===== src/rtl/buf_requester_if.sv =====
// Wishbone initiator-side bus bundle between buf_requester and the buffer manager.
// master: the requester drives address/data/strobe/cycle/write; slave: the manager drives readdata/ack.
interface buf_requester_if #(
    parameter int ADDR_WIDTH = 16,
    parameter int DATA_WIDTH = 32
);
    logic [ADDR_WIDTH-1:0] address;
    logic [DATA_WIDTH-1:0] writedata;
    logic [DATA_WIDTH-1:0] readdata;
    logic                  strobe;
    logic                  cycle;
    logic                  write;
    logic                  ack;

    modport master (
        output address, writedata, strobe, cycle, write,
        input  readdata, ack
    );

    modport slave (
        input  address, writedata, strobe, cycle, write,
        output readdata, ack
    );
endinterface


===== src/rtl/buf_requester.sv =====
// buf_requester: Wishbone initiator that turns a local client's alloc/free requests into
// reads/writes of the buffer manager's single alloc/free register, and tracks held ids.
// Optional feature macro: BUF_REQ_TIMEOUT_EN (ack timeout of TIMEOUT_CYCLES, reported via err).
module buf_requester #(
    parameter int ADDR_WIDTH     = 16,
    parameter int DATA_WIDTH     = 32,
    parameter int BUF_REG_ADDR   = 0,
    parameter int CNT_WIDTH      = 8,
    parameter int TIMEOUT_CYCLES = 64
) (
    input  logic                  clk,
    input  logic                  reset,
    input  logic                  alloc_req,
    input  logic                  free_req,
    input  logic [DATA_WIDTH-1:0] free_id,
    output logic                  done,
    output logic [DATA_WIDTH-1:0] alloc_id,
    output logic                  alloc_empty,
    output logic                  err,
    output logic [CNT_WIDTH-1:0]  held_count,
    buf_requester_if.master       wbm
);

    typedef enum logic [1:0] {
        IDLE  = 2'd0,
        ALLOC = 2'd1,
        FREE  = 2'd2,
        RESP  = 2'd3
    } state_t;

    localparam logic [DATA_WIDTH-1:0] EMPTY_CODE = '1;
    localparam logic [CNT_WIDTH-1:0]  CNT_MAX    = '1;
    localparam logic [ADDR_WIDTH-1:0] REG_ADDR   = ADDR_WIDTH'(BUF_REG_ADDR);

`ifdef BUF_REQ_TIMEOUT_EN
    localparam int TW = $clog2(TIMEOUT_CYCLES + 1);
    localparam logic [TW-1:0] TIMER_LAST = TW'(TIMEOUT_CYCLES - 1);
    logic [TW-1:0] timer_reg;
`else
    // Without the timeout feature the limit has no effect.
    localparam int unused_timeout_cycles = TIMEOUT_CYCLES;
`endif

    state_t state_reg;

    // Request FSM with registered bus and client-side outputs.
    always_ff @(posedge clk or negedge reset) begin
        if (!reset) begin
            state_reg     <= IDLE;
            done          <= 1'b0;
            alloc_id      <= '0;
            alloc_empty   <= 1'b0;
            err           <= 1'b0;
            held_count    <= '0;
            wbm.address   <= '0;
            wbm.writedata <= '0;
            wbm.strobe    <= 1'b0;
            wbm.cycle     <= 1'b0;
            wbm.write     <= 1'b0;
`ifdef BUF_REQ_TIMEOUT_EN
            timer_reg     <= '0;
`endif
        end else begin
            done <= 1'b0;
            case (state_reg)
                IDLE: begin
                    // Free wins a tie; a concurrent alloc stays pending on the client side.
                    if (free_req) begin
                        state_reg     <= FREE;
                        wbm.cycle     <= 1'b1;
                        wbm.strobe    <= 1'b1;
                        wbm.write     <= 1'b1;
                        wbm.address   <= REG_ADDR;
                        wbm.writedata <= free_id;
`ifdef BUF_REQ_TIMEOUT_EN
                        timer_reg     <= '0;
`endif
                    end else if (alloc_req) begin
                        state_reg     <= ALLOC;
                        wbm.cycle     <= 1'b1;
                        wbm.strobe    <= 1'b1;
                        wbm.write     <= 1'b0;
                        wbm.address   <= REG_ADDR;
                        wbm.writedata <= '0;
`ifdef BUF_REQ_TIMEOUT_EN
                        timer_reg     <= '0;
`endif
                    end
                end

                ALLOC, FREE: begin
                    // Bus outputs hold until ack; an ack on the expiry edge still counts as an ack.
                    if (wbm.ack) begin
                        state_reg     <= RESP;
                        done          <= 1'b1;
                        err           <= 1'b0;
                        wbm.cycle     <= 1'b0;
                        wbm.strobe    <= 1'b0;
                        wbm.write     <= 1'b0;
                        wbm.writedata <= '0;
                        if (state_reg == ALLOC) begin
                            alloc_id    <= wbm.readdata;
                            alloc_empty <= (wbm.readdata == EMPTY_CODE);
                            if (wbm.readdata != EMPTY_CODE && held_count != CNT_MAX)
                                held_count <= held_count + CNT_WIDTH'(1);
                        end else begin
                            if (held_count != '0)
                                held_count <= held_count - CNT_WIDTH'(1);
                        end
                    end
`ifdef BUF_REQ_TIMEOUT_EN
                    else if (timer_reg == TIMER_LAST) begin
                        state_reg     <= RESP;
                        done          <= 1'b1;
                        err           <= 1'b1;
                        wbm.cycle     <= 1'b0;
                        wbm.strobe    <= 1'b0;
                        wbm.write     <= 1'b0;
                        wbm.writedata <= '0;
                    end else begin
                        timer_reg <= timer_reg + TW'(1);
                    end
`endif
                end

                RESP: begin
                    // One-cycle done; IDLE samples requests only on the following edge.
                    state_reg <= IDLE;
                end

                default: state_reg <= IDLE;
            endcase
        end
    end

endmodule


===== src/flat_wrapper.sv =====
// flat-port wrapper written by rule: the top's interface ports become plain ports
module buf_requester_flat 
#(
    parameter int ADDR_WIDTH     = 16,
    parameter int DATA_WIDTH     = 32,
    parameter int BUF_REG_ADDR   = 0,
    parameter int CNT_WIDTH      = 8,
    parameter int TIMEOUT_CYCLES = 64
)
  (clk, reset, alloc_req, free_req, free_id, done, alloc_id, alloc_empty, err, held_count, wbm_address, wbm_writedata, wbm_strobe, wbm_cycle, wbm_write, wbm_readdata, wbm_ack);
  buf_requester_if #(.ADDR_WIDTH(ADDR_WIDTH), .DATA_WIDTH(DATA_WIDTH)) wbm_i ();
  input  logic clk;
  input  logic reset;
  input  logic alloc_req;
  input  logic free_req;
  input  logic [DATA_WIDTH-1:0] free_id;
  output logic done;
  output logic [DATA_WIDTH-1:0] alloc_id;
  output logic alloc_empty;
  output logic err;
  output logic [CNT_WIDTH-1:0] held_count;
  output wire logic [$bits(wbm_i.address)-1:0] wbm_address;
  output wire logic [$bits(wbm_i.writedata)-1:0] wbm_writedata;
  output wire logic [$bits(wbm_i.strobe)-1:0] wbm_strobe;
  output wire logic [$bits(wbm_i.cycle)-1:0] wbm_cycle;
  output wire logic [$bits(wbm_i.write)-1:0] wbm_write;
  input wire logic [$bits(wbm_i.readdata)-1:0] wbm_readdata;
  input wire logic [$bits(wbm_i.ack)-1:0] wbm_ack;
  assign wbm_address = wbm_i.address;
  assign wbm_writedata = wbm_i.writedata;
  assign wbm_strobe = wbm_i.strobe;
  assign wbm_cycle = wbm_i.cycle;
  assign wbm_write = wbm_i.write;
  assign wbm_i.readdata = wbm_readdata;
  assign wbm_i.ack = wbm_ack;
  buf_requester #(.ADDR_WIDTH(ADDR_WIDTH), .DATA_WIDTH(DATA_WIDTH), .BUF_REG_ADDR(BUF_REG_ADDR), .CNT_WIDTH(CNT_WIDTH), .TIMEOUT_CYCLES(TIMEOUT_CYCLES)) u_core (.clk(clk), .reset(reset), .alloc_req(alloc_req), .free_req(free_req), .free_id(free_id), .done(done), .alloc_id(alloc_id), .alloc_empty(alloc_empty), .err(err), .held_count(held_count), .wbm(wbm_i));
endmodule

===== config.mk =====
export PLATFORM = sky130hd
export DESIGN_NAME = buf_requester_flat
export DESIGN_NICKNAME = d
export VERILOG_FILES = /design/src/rtl/buf_requester_if.sv /design/src/rtl/buf_requester.sv /design/src/flat_wrapper.sv
export SDC_FILE = /design/constraint.sdc
export NUM_CORES = 1
export LEC_CHECK = 0
export ABC_AREA = 0
export BUFFER_PORTS_ARGS = -buffer_cell sky130_fd_sc_hd__buf_2
export CORE_MARGIN = 1.5
export CORE_UTILIZATION = 47
export DETAILED_ROUTE_END_ITERATION = 8
export PLACE_DENSITY = 0.81
export SLEW_MARGIN = 10
export SYNTH_ARGS = -nofsm -noshare
export SYNTH_HDL_FRONTEND = slang
export SYNTH_SLANG_ARGS = --single-unit

===== constraint.sdc =====
create_clock -name clk -period 3.2 [get_ports clk]
set_clock_uncertainty 0.05 [all_clocks]
set_input_delay 0.32 -clock clk [delete_from_list [all_inputs] [get_ports clk]]
set_output_delay 0.32 -clock clk [all_outputs]
set_load 0.01 [all_outputs]

==> flow_results.org <==
** Status
- The run finished with clean final reports.

** Place
- Dpl hpwl :: 5630 um
- Total of buffers placed on input and output ports :: 145
- Summing all placed instances gives a cell area of 0.00424 mm^2.
- Routability-driven placement finished with a final weighted congestion of 0.774.

** CTS
- Clock-pin slew was measured on the worst setup and hold paths at 0.09 ns.
- Master cell of the clock root buffer :: sky130_fd_sc_hd__clkbuf_8
- Number of buffers created by CTS :: 9
- The H-tree generated during clock tree synthesis spans 3 levels.
- No sink is reached through more buffers than the 2 on the longest clock path.
- Number of buffers inserted to repair setup after CTS :: 0
- Post_cts resized :: 0
- TritonCTS built the clock tree.
- In this run, post-CTS hold repair placed 0 buffers.
- The clock drives 78 sinks.
- At the later pin of the worst-skew pair, clock insertion delay measures 0.33 ns.

** Critical path
- The slowest stage of the critical path is the sky130_fd_sc_hd__fa_1 cell.
- Ordered cell list for the critical path :: inv_1, ha_1, inv_1, fa_1, a21o_1, a21oi_1, nand3b_1, nand3_1, mux2_4
- R2R setup slack :: 0.75 ns
- Buffers plus inverters on the worst setup path :: 2
- Data on the critical path is required at its endpoint by 3.37 ns.
- The critical path crosses 9 cells after its start point.
- STA classifies the critical path endpoint as a flip-flop.
- In this design, the stage delay of the slowest critical-path cell is 0.45 ns.
- The startpoint identified for the worst register-to-register timing path is u_core.state_reg[1]$_DFFE_PN0P_.
- The most numerous cell type found on the critical path is sky130_fd_sc_hd__inv_1.
- Destination of the worst register-to-register timing path :: u_core.held_count[6]$_DFFE_PN0P_
- Data on the critical path arrives at its endpoint at 2.62 ns.
- Count of cells along the worst register-to-register path :: 9
- The critical path starts at u_core.state_reg[1]$_DFFE_PN0P_.
- The worst setup path is launched from a flip-flop.
- End of the critical path :: u_core.held_count[6]$_DFFE_PN0P_
- The kind of cell with the highest combined delay along the critical path is adder cells.
- Critical path class :: reg -> reg
- Worst-path fanout max :: 10

** Die
- The core region is 0.00721 mm^2.
- Y dimension of the die :: 89.1 um
- Number of top-level pins :: 163
- The die covers 0.00793 mm^2.
- The floorplan has 31 rows.
- Starting Density :: 48.2%
- Die width :: 89.1 um

** Routing
- Violation count after the first detailed-route iteration :: 89
- After detailed routing, the total wire length is 7570 um.
- In the routed layout, each cell is associated on average with a via count of 5.07.
- Number of nets with antenna violations after routing :: 0
- Length of the first detailed-routing pass in iterations :: 4
- Dividing the detail-routed wire length by the instance count gives 14.8 um.
- DRC violation count after routing :: 0
- The final route contains 2,599 vias.

** Finish
- Util after Layout :: 61.6%
- Count of nets after finishing :: 490
- Fraction of layout cells with a size suffix above 1 :: 50.7%
- In the final layout, the multi-input gates occupy 0.00140 mm^2.
- After routing the design area is 0.00445 mm^2.
- Antenna diode count :: 0
- The filler cells instantiated in the layout total 593.
- Across the whole layout, storage elements account for 0.00195 mm^2.
- The largest registers in the layout are u_core.alloc_id (32), u_core.wbm.writedata (32), u_core.held_count (8).
- Relative area change from synthesis to final layout :: 27.7%

** Logic synthesis
- Main synth FF type :: sky130_fd_sc_hd__dfrtp_1
- Complex-gate fraction of the synthesized area :: 11.7%
- After synthesis, the share of flip-flops with an asynchronous set or reset is 100%.
- Combinational family with the most area after synthesis :: multiplexers
- Measured against the total synthesized area, the mux share comes to 12.9%.
- Averaged over all synthesized cells, the footprint is 13.3 um^2.
- Synth top cells by count :: sky130_fd_sc_hd__dfrtp_1 (78), sky130_fd_sc_hd__a22o_1 (32), sky130_fd_sc_hd__mux2_2 (32), sky130_fd_sc_hd__buf_4 (18), sky130_fd_sc_hd__ha_1 (11)
- Count of state elements after synthesis :: 78
- Yosys attributes the largest share of cell area to sky130_fd_sc_hd__dfrtp_1 (56%), sky130_fd_sc_hd__mux2_2 (10%), sky130_fd_sc_hd__a22o_1 (8.1%).
- Unique masters post-synth :: 41
- Leading cell type by number of instances after synthesis :: sky130_fd_sc_hd__dfrtp_1
- The top cell type by area accounts for 56.1% of the synthesized area.
- After Yosys synthesis, full adders, half adders and majority gates account for 4.53% of the synthesized area.
- Synthesis produced a netlist whose cell count is 262.
- The synthesized design contains 0 enable-type register cells.
- After Yosys synthesis, XOR and XNOR cells account for 1.51% of the synthesized area.
- Sequential elements use 56.1% of the synthesized area.
- In this run the cell area of the synthesized design comes to 0.00348 mm^2.
- Largest area contributor in the netlist :: sky130_fd_sc_hd__dfrtp_1
- Of the total synthesized cell area, the portion taken by AND, OR, NAND and NOR gates is 7.44%.
- Yosys printed 0 warnings.

** GRT
- Global routing consumed, over all layers together, 18.3% of the routing resources.
- Overflow left after global routing :: 0
- Global-route wire length before repair :: 11,200 um
- Pin count of the biggest net entering global routing :: 79
- Via count of the first global-routing pass :: 2,353
- For this run, global-route usage on met2 was measured as 29.9%.
- Grt met1 use :: 23.9%
- The layer flagged by global routing as most heavily used is met2.
- Global routing used 3.32% of the available met3 tracks.
- The number of antenna violations at the first check in global routing is 0.

** STA
- Setup violations remaining at the end of the flow were counted as 0.
- In the finished design, the share of the clock period the worst path needs comes to 76.6%.
- Final worst path period need :: 2.45 ns
- Summed over all failing endpoints, the final setup total negative slack is 0 ns.
- Maximum frequency from static timing analysis :: 408 MHz
- Setup repair after global routing left no endpoint under its margin.
- Pins over their slew limit :: 0
- For the pin with the worst max-slew slack, the measured transition is 0.946 ns.
- The number of hold violations in the final report came to 0.
- Measured against its own limit, the worst slew margin works out to 36.9%.

** Flow run
- Max-cap violations in this run came to 0.

** Pwr
- For this design the static power due to leakage is 2.34 nW.
- IR analysis of the VDD net gives a maximum drop of 0.475 mV.
- For this design the ratio of total power to cell area is 1110 mW/mm^2.

** Hold path
- The tightest min-delay check is of the in -> async type.
==> cell usage in the layout (no fill, tap or decap), types with 4 or more instances in the layout <==
cell type,synthesis,final
sky130_fd_sc_hd__a22o_1,32,32
sky130_fd_sc_hd__dfrtp_1,78,78
sky130_fd_sc_hd__buf_2,6,144
sky130_fd_sc_hd__o21ai_0,4,4
sky130_fd_sc_hd__conb_1,1,17
sky130_fd_sc_hd__xnor2_1,4,4
sky130_fd_sc_hd__inv_1,6,6
sky130_fd_sc_hd__mux2_4,6,6
sky130_fd_sc_hd__nand4_1,10,10
sky130_fd_sc_hd__mux2_2,32,32
sky130_fd_sc_hd__ha_1,11,11
sky130_fd_sc_hd__clkbuf_8,0,10
sky130_fd_sc_hd__nand2_1,7,7
sky130_fd_sc_hd__nor2_1,5,4
==> final cells by class <==
cell class | count | area share, %
inverter | 6 | 0.507
timing repair buffer | 147 | 16.7
sequential | 78 | 43.9
clock inverter | 6 | 1.58
tap | 99 | 2.79
clock buffer | 10 | 3.10
multi-input combinational | 167 | 31.4
==> worst reg2reg max path, delay by kind of cell (launching register included) <==
kind | cells | cell delay (ns)
fa+ha+maj | 2 | 0.70
compound gates | 2 | 0.41
buf+inv | 2 | 0.31
mux | 1 | 0.27
flops | 1 | 0.39
simple gates | 2 | 0.22
==> through the flow <==
step                      worst slack (ns)  std cells  power (mW)  hold WS, ns
after CTS                            0.738        513        4.98       0.0909
after floorplan                      0.949        278        3.40      -0.0256
final                                0.750        513        4.92       0.0745
after global placement               0.843        497        4.10        0.406
after global routing                 0.540        513        5.31        0.121
after detailed placement             0.755        497        4.22        0.410
==> kinds of logic (layout without fill, tap and decap cells) <==
kind of cell             after synthesis  count (layout)
flip-flops                            78              78
AND/OR/NAND/NOR                       43              43
XOR/XNOR                               6               6
multiplexers                          38              38
AO/OA/AOI/OAI                         51              51
buffers and inverters                 33             169
other                                  1              17
adder cells (fa/ha/maj)               12              12
==> worst min-delay path by stage <==
| stage | startpoint | endpoint | slack, ns | cells after the start |
|---|---|---|---|---|
| after floorplan | reset | u_core.alloc_empty$_DFFE_PN0P_ | -0.03 | 0 |
| after global placement | u_core.wbm.write$_DFFE_PN0P_ | u_core.wbm.write$_DFFE_PN0P_ | 0.41 | 1 |
| after detailed placement | u_core.wbm.write$_DFFE_PN0P_ | u_core.wbm.write$_DFFE_PN0P_ | 0.41 | 1 |
| after CTS | reset | u_core.wbm.writedata[14]$_DFFE_PN0P_ | 0.09 | 1 |
| after global routing | free_id[19] | u_core.wbm.writedata[19]$_DFFE_PN0P_ | 0.12 | 2 |
| final | reset | u_core.wbm.writedata[14]$_DFFE_PN0P_ | 0.07 | 1 |
==> layer usage <==
| layer | vias to the layer above | routed length (um) |
|---|---|---|
| met5 | - | 0 |
| met4 | 0 | 156 |
| met3 | 11 | 334 |
| met2 | 89 | 3820 |
| met1 | 1271 | 3270 |
| li1 | 1228 | - |
==> power by group <==
part	switching, mW	internal (mW)	leakage (nW)
Sequential	0.295	1.46	0.993
Combinational	1.24	1.18	1.25
Clock	0.358	0.387	0.100
Total	1.90	3.02	2.34
No activity file was read; power rests on OpenSTA's default activity.
